===== config.mk =====
export PLATFORM = sky130hd
export DESIGN_NAME = ttt_instr_scheduler
export DESIGN_NICKNAME = d
export VERILOG_FILES = /design/src/rtl/ttt_pkg.sv /design/src/rtl/ttt_instr_fifo.sv /design/src/rtl/ttt_instr_scheduler.sv
export SDC_FILE = /design/constraint.sdc
export NUM_CORES = 1
export LEC_CHECK = 0
export ABC_AREA = 1
export BUFFER_PORTS_ARGS = -buffer_cell sky130_fd_sc_hd__clkbuf_2
export CAP_MARGIN = 20
export CORE_MARGIN = 2
export CORE_UTILIZATION = 52
export CTS_BUF_LIST = sky130_fd_sc_hd__clkbuf_4 sky130_fd_sc_hd__clkbuf_8 sky130_fd_sc_hd__clkbuf_16
export DETAILED_ROUTE_END_ITERATION = 6
export PLACE_DENSITY = 0.85
export SYNTH_ARGS = -nofsm -noshare
export SYNTH_HDL_FRONTEND = slang
export SYNTH_HIERARCHICAL = 1
export SYNTH_SLANG_ARGS = --single-unit

===== constraint.sdc =====
create_clock -name clk -period 2.6 [get_ports clk]
set_input_delay 0.26 -clock clk [delete_from_list [all_inputs] [get_ports clk]]
set_output_delay 0.26 -clock clk [all_outputs]
set_load 0.005 [all_outputs]

===== src/rtl/ttt_pkg.sv =====
// Shared op codes, stage/state encodings and op classification for the
// ttt instruction scheduler.
package ttt_pkg;

  localparam logic [3:0] OP_NOP     = 4'b0000;
  localparam logic [3:0] OP_INPUT   = 4'b0001;
  localparam logic [3:0] OP_ADVANCE = 4'b0010;
  localparam logic [3:0] OP_DUR     = 4'b1001;
  localparam logic [3:0] OP_GTH     = 4'b1010;
  localparam logic [3:0] OP_BTH     = 4'b1011;
  localparam logic [3:0] OP_GW      = 4'b1100;
  localparam logic [3:0] OP_BW      = 4'b1101;
  localparam logic [3:0] OP_INDPTR  = 4'b1110;
  localparam logic [3:0] OP_IDX     = 4'b1111;

  typedef enum logic [1:0] {
    STAGE_WAIT   = 2'b00,
    STAGE_UPDATE = 2'b01,
    STAGE_CHECK  = 2'b10,
    STAGE_XMIT   = 2'b11
  } stage_e;

  typedef enum logic [1:0] {
    S_IDLE        = 2'b00,
    S_WAIT_LEAVE  = 2'b01,
    S_WAIT_RETURN = 2'b10
  } sched_state_e;

  // Ops the main understands; everything else is dropped at the FIFO head.
  function automatic logic is_legal_op(input logic [3:0] op);
    case (op)
      OP_INPUT, OP_ADVANCE, OP_DUR, OP_GTH, OP_BTH,
      OP_GW, OP_BW, OP_INDPTR, OP_IDX: is_legal_op = 1'b1;
      default:                          is_legal_op = 1'b0;
    endcase
  endfunction

endpackage


===== src/rtl/ttt_instr_fifo.sv =====
// Synchronous 16-bit packet FIFO; a push is refused whenever full, even if
// a pop happens in the same cycle.
module ttt_instr_fifo #(
  parameter int DEPTH = 4
) (
  input  logic        clk,
  input  logic        rst_n,
  input  logic        push,
  input  logic [15:0] din,
  input  logic        pop,
  output logic        full,
  output logic        empty,
  output logic [15:0] head
);

  localparam int AW = (DEPTH > 1) ? $clog2(DEPTH) : 1;
  localparam int CW = AW + 1;

  logic [15:0]   mem_q [DEPTH];
  logic [15:0]   mem_d [DEPTH];
  logic [AW-1:0] wr_ptr_q, wr_ptr_d;
  logic [AW-1:0] rd_ptr_q, rd_ptr_d;
  logic [CW-1:0] count_q, count_d;
  logic          do_push_s, do_pop_s;

  assign full      = (count_q == CW'(DEPTH));
  assign empty     = (count_q == {CW{1'b0}});
  assign head      = mem_q[rd_ptr_q];
  assign do_push_s = push && !full;
  assign do_pop_s  = pop && !empty;

  // Pointer, occupancy and storage next-state.
  always_comb begin
    mem_d    = mem_q;
    wr_ptr_d = wr_ptr_q;
    rd_ptr_d = rd_ptr_q;
    count_d  = count_q;
    if (do_push_s) begin
      mem_d[wr_ptr_q] = din;
      wr_ptr_d        = wr_ptr_q + AW'(1);
    end else begin
      wr_ptr_d = wr_ptr_q;
    end
    if (do_pop_s) begin
      rd_ptr_d = rd_ptr_q + AW'(1);
    end else begin
      rd_ptr_d = rd_ptr_q;
    end
    case ({do_push_s, do_pop_s})
      2'b10:   count_d = count_q + CW'(1);
      2'b01:   count_d = count_q - CW'(1);
      default: count_d = count_q;
    endcase
  end

  // Control registers with synchronous reset.
  always_ff @(posedge clk) begin
    if (!rst_n) begin
      wr_ptr_q <= {AW{1'b0}};
      rd_ptr_q <= {AW{1'b0}};
      count_q  <= {CW{1'b0}};
    end else begin
      wr_ptr_q <= wr_ptr_d;
      rd_ptr_q <= rd_ptr_d;
      count_q  <= count_d;
    end
  end

  // Storage needs no reset: occupancy alone decides what is valid.
  always_ff @(posedge clk) begin
    mem_q <= mem_d;
  end

endmodule


===== src/rtl/ttt_instr_scheduler.sv =====
// Buffers host packets and issues them to the ttt main one per slot, holding
// off while an advance tick is in flight; optionally injects periodic ticks.
module ttt_instr_scheduler
  import ttt_pkg::*;
#(
  parameter int FIFO_DEPTH    = 4,
  parameter int TICK_BITS     = 8,
  parameter int LEAVE_TIMEOUT = 4
) (
  input  logic                 clk,
  input  logic                 rst_n,
  input  logic                 in_valid,
  output logic                 in_ready,
  input  logic [15:0]          in_pkt,
  input  logic [1:0]           stage,
  output logic [3:0]           instr_out,
  output logic [11:0]          data_out,
  input  logic                 tick_en,
  input  logic [TICK_BITS-1:0] tick_period,
  output logic                 busy,
  output logic [7:0]           drop_count,
  output logic                 stall_err,
  output logic                 tick_overrun
);

  localparam int LW = $clog2(LEAVE_TIMEOUT + 1);

  sched_state_e         state_q, state_d;
  logic [LW-1:0]        leave_cnt_q, leave_cnt_d;
  logic [TICK_BITS-1:0] tick_cnt_q, tick_cnt_d;
  logic                 tick_pending_q, tick_pending_d;
  logic [7:0]           drop_cnt_q, drop_cnt_d;
  logic                 stall_err_q, stall_err_d;
  logic                 overrun_q, overrun_d;
  logic [3:0]           instr_q, instr_d;
  logic [11:0]          data_q, data_d;

  logic        fifo_full_s, fifo_empty_s, fifo_pop_s;
  logic [15:0] fifo_head_s;
  logic [3:0]  head_op_s;
  logic        slot_s, head_legal_s, issue_tick_s, issue_fifo_s, drop_s;
  logic        issued_adv_s, tick_active_s, tick_wrap_s;

  ttt_instr_fifo #(.DEPTH(FIFO_DEPTH)) u_fifo (
    .clk   (clk),
    .rst_n (rst_n),
    .push  (in_valid),
    .din   (in_pkt),
    .pop   (fifo_pop_s),
    .full  (fifo_full_s),
    .empty (fifo_empty_s),
    .head  (fifo_head_s)
  );

  // Reserved ops are discarded regardless of slot so junk never blocks the queue.
  assign head_op_s     = fifo_head_s[15:12];
  assign head_legal_s  = is_legal_op(head_op_s);
  assign slot_s        = (state_q == S_IDLE) && (stage == STAGE_WAIT);
  assign issue_tick_s  = slot_s && tick_pending_q;
  assign issue_fifo_s  = slot_s && !tick_pending_q && !fifo_empty_s && head_legal_s;
  assign drop_s        = !fifo_empty_s && !head_legal_s;
  assign fifo_pop_s    = issue_fifo_s || drop_s;
  assign issued_adv_s  = issue_tick_s || (issue_fifo_s && (head_op_s == OP_ADVANCE));
  assign tick_active_s = tick_en && (tick_period != {TICK_BITS{1'b0}});
  assign tick_wrap_s   = tick_active_s && (tick_cnt_q == tick_period - TICK_BITS'(1));

  // State register and all other flops.
  always_ff @(posedge clk) begin
    if (!rst_n) begin
      state_q        <= S_IDLE;
      leave_cnt_q    <= {LW{1'b0}};
      tick_cnt_q     <= {TICK_BITS{1'b0}};
      tick_pending_q <= 1'b0;
      drop_cnt_q     <= 8'd0;
      stall_err_q    <= 1'b0;
      overrun_q      <= 1'b0;
      instr_q        <= OP_NOP;
      data_q         <= 12'd0;
    end else begin
      state_q        <= state_d;
      leave_cnt_q    <= leave_cnt_d;
      tick_cnt_q     <= tick_cnt_d;
      tick_pending_q <= tick_pending_d;
      drop_cnt_q     <= drop_cnt_d;
      stall_err_q    <= stall_err_d;
      overrun_q      <= overrun_d;
      instr_q        <= instr_d;
      data_q         <= data_d;
    end
  end

  // Next-state logic for the tick handshake with the main.
  always_comb begin
    state_d     = state_q;
    leave_cnt_d = leave_cnt_q;
    stall_err_d = stall_err_q;
    case (state_q)
      S_IDLE: begin
        if (issued_adv_s) begin
          state_d     = S_WAIT_LEAVE;
          leave_cnt_d = {LW{1'b0}};
        end else begin
          state_d = S_IDLE;
        end
      end
      S_WAIT_LEAVE: begin
        if (stage != STAGE_WAIT) begin
          state_d = S_WAIT_RETURN;
        end else if (leave_cnt_q + LW'(1) == LW'(LEAVE_TIMEOUT)) begin
          leave_cnt_d = leave_cnt_q + LW'(1);
          state_d     = S_IDLE;
          stall_err_d = 1'b1;
        end else begin
          leave_cnt_d = leave_cnt_q + LW'(1);
        end
      end
      S_WAIT_RETURN: begin
        if (stage == STAGE_WAIT) begin
          state_d = S_IDLE;
        end else begin
          state_d = S_WAIT_RETURN;
        end
      end
      default: state_d = S_IDLE;
    endcase
  end

  // Issue outputs, drop counting and auto-tick generation.
  always_comb begin
    instr_d        = OP_NOP;
    data_d         = 12'd0;
    drop_cnt_d     = drop_cnt_q;
    tick_cnt_d     = tick_cnt_q;
    tick_pending_d = tick_pending_q;
    overrun_d      = overrun_q;

    if (issue_tick_s) begin
      instr_d = OP_ADVANCE;
      data_d  = 12'd0;
    end else if (issue_fifo_s) begin
      instr_d = head_op_s;
      data_d  = fifo_head_s[11:0];
    end else begin
      instr_d = OP_NOP;
    end

    if (drop_s && (drop_cnt_q != 8'hFF)) begin
      drop_cnt_d = drop_cnt_q + 8'd1;
    end else begin
      drop_cnt_d = drop_cnt_q;
    end

    // A wrap with an unconsumed tick is an overrun; a tick consumed this cycle is not.
    if (!tick_active_s) begin
      tick_cnt_d     = {TICK_BITS{1'b0}};
      tick_pending_d = 1'b0;
    end else if (tick_wrap_s) begin
      tick_cnt_d     = {TICK_BITS{1'b0}};
      tick_pending_d = 1'b1;
      overrun_d      = overrun_q || (tick_pending_q && !issue_tick_s);
    end else begin
      tick_cnt_d     = tick_cnt_q + TICK_BITS'(1);
      tick_pending_d = tick_pending_q && !issue_tick_s;
    end
  end

  assign in_ready     = !fifo_full_s;
  assign busy         = (state_q != S_IDLE);
  assign instr_out    = instr_q;
  assign data_out     = data_q;
  assign drop_count   = drop_cnt_q;
  assign stall_err    = stall_err_q;
  assign tick_overrun = overrun_q;

endmodule


==> results.cfg <==
[layout]
insertedDiodeCount = 0
syn_to_final_growth_pct = 20.1
fin_cells = 722
design_area_mm2 = 0.00584
final_layout_size_suffix_gt1_share_pct = 28.5
nNetsFinal = 649

[worst_setup_path]
required_ps = 2870
critical_path_arrival_ps = 2990
crit_path_end_kind = flop
critPathLaunch = u_fifo/rd_ptr_q[0]
crit_path_start_kind = flop
path_class = reg2reg
rr_startpoint = u_fifo/rd_ptr_q[0]
critPathMaxFanout = 15

[yosys]
yosysWarnings = 6
syn_avg_cell_area_um2 = 9.63
synth_seq_area_share_pct = 58.9
ys.flop_type = edfxtp_1
synth_area_mm2 = 0.00486
post-synth-top-area-fraction_pct = 39.5
synth_area_leaders = edfxtp_1, dfxtp_1, nor2_1, nand2_1, inv_1
synth-seq-cells = 111
synth.distinct_cells = 37
syn-num-nets = 548
yosysTopAreaCell = edfxtp_1
synth-edff-count = 64
syn_inst = 505
synth-async-reset-ratio_pct = 0
yosys-top-cells-count = nor2_1, nand2_1, inv_1
yosysMostFrequentCell = nor2_1

[routing]
wl_per_cell_um = 14.8
viasPerCell = 5.26
drcViolationCount = 0
ant_nets = 0
route.vias.total = 3801
first_iter_violations = 312
first_pass_iters = 5
wirelength_um = 10700

[sta]
min_period_ps = 2720
slew_headroom_pct = 73.6
maxSlewViolCount = 0
hold_violations = 0
setup_ws_ps = -118
setup_viol = 4
fmaxAchievable_mhz = 368
period_share_pct = 105
rsz0062_at_grt = true
fin_skew_ps = 17.3
worst_pin_slew_ps = 395

[clock_network]
root_buffer = clkbuf_8
hold_buffers = 0
clk_path_buf_depth = 2
cts-htree-levels = 3
cts_num_sinks = 111
cts-buffers-inserted = 9
cts_tree = built
cts.clk_slew.worst_paths_ps = 110
clk-insertion-delay-late_ps = 370

[power_and_ir_drop]
power_leakage_nw = 2.49
clkPwrFrac_pct = 19.0
peakVddDrop_v = 0.000381
seq_power_share_pct = 40.7
internal_power_mw = 3.34
comb_power_share_pct = 40.2
net-switching-power_mw = 1.84
p_sw_share_pct = 35.5
p_per_area_mw_per_mm2 = 886

[placement]
port_buffers = 57
place_area_mm2 = 0.00531
dp.cells = 679
dp_slack_ps = -119
gp_congestion = 0.812
dp.final_hpwl_um = 6550

[run_status]
violations = setup timing
outcome = complete, but fails checks

[grt]
grt_first_pass_wirelength_um = 16100
grt_pass1_vias = 3588
antenna_found_initial = 0
overflow = 0
grt_max_degree = 21
grt_usage_pct = 20.4

[floorplan]
die_x_um = 101
placementRows = 35
core_mm2 = 0.00915
dieArea_mm2 = 0.0101
io_pins = 58
initial_utilization_pct = 53.1
fp.dieH_um = 101

[run]
cap_violations = 0

[hold_path]
min_from = in_pkt[3]
hold_class = in2reg
[metal layers]
layer	vias to the layer above	track usage (%)	share of wire [%]	wire, µm
li1	1854	-	-	-
met1	1780	24.0	40	4310
met2	133	36.7	51	5440
met3	34	3.54	5.6	601
met4	0	8.54	2.9	310
met5	-	0	0	0
[stage by stage]
stage	total power [mW]	hold WS, ps	util (%)	setup TNS (ps)
final	5.18	96.6	63.8	-189
after global routing	5.45	86.5	63.8	-420
after CTS	4.84	93.3	62.4	0
after detailed placement	3.51	422	58.0	-119
after global placement	3.43	423	58.0	0
after floorplan	3.11	359	-	-26.5
[area by class of cell]
class                   count  area (µm²)
multi-input cells         312        1720
clock buffers              10         131
well taps                 111         139
inverters                  69         269
repair buffers            103         649
flip-flops and latches    111        2870
clock inverters             6        62.6
fillers                   666        3310
[kinds of logic after synthesis]
kind of cell	Yosys count	synth area share, %
AO/OA/AOI/OAI	70	8.11
XOR/XNOR	12	2.16
adder cells (fa/ha/maj)	13	3.50
buffers and inverters	82	7.95
flip-flops	111	58.9
AND/OR/NAND/NOR	217	19.4
[worst max-delay path, cell delays in order (launching register included)]
cell and delay (ps):
dfxtp_4 370, buf_6 150, nor2_1 180, o22ai_2 120, inv_2 110, ha_4 210
a22oi_2 210, nand2_1 100, nand2_2 110, nand2_2 90, inv_2 90, ha_4 140
inv_2 50, fa_2 360, inv_2 60, nand2_2 50, nand3_2 80, nand2_2 50
nand2_1 60, nor2_1 40
[cells in the final DEF (no fill, tap or decap), types with 10 or more instances in the layout]
cell type,instances
a21oi_1,10
buf_4,41
clkbuf_2,57
dfxtp_1,45
edfxtp_1,64
ha_1,10
inv_1,61
nand2_1,70
nand2_2,11
nand3_1,20
nor2_1,90
o21ai_0,16
o21ai_1,16
o22ai_1,12
[power by group through the flow]
stage	registers, mW	logic, mW	clock network [mW]
after global routing	2.12	2.25	1.08
after CTS	2.10	1.74	1.00
final	2.11	2.08	0.985
after detailed placement	2.14	1.38	0
after global placement	2.13	1.30	0
after floorplan	2.12	0.990	0
[sequential cells by signal, summed over array words and instances (netlist names)]
register	flops
tick_cnt_q	8
u_fifo/rd_ptr_q	2
u_fifo/count_q	3
instr_out	4
stall_err	1
drop_count	8
leave_cnt_q	3
tick_overrun	1
data_out	12
state_q	2
tick_pending_q	1
u_fifo/wr_ptr_q	2
u_fifo/mem_q	64
[worst paths after layout]
kind                                           to  slack (ps)  cells past startpoint
worst max-delay path            u_fifo/count_q[2]        -120                     19
worst min-delay path             u_fifo/mem_q[35]         100                      1
worst max register to register  u_fifo/count_q[2]        -120                     19
worst min register to register         state_q[1]         430                      1
[timing repair]
action	in CTS	in global routing
pin swaps	5	9
endpoints found under the setup margin	2	4
setup buffers	22	6
gates resized for setup	10	32
Power figures use the tool's default switching activity.
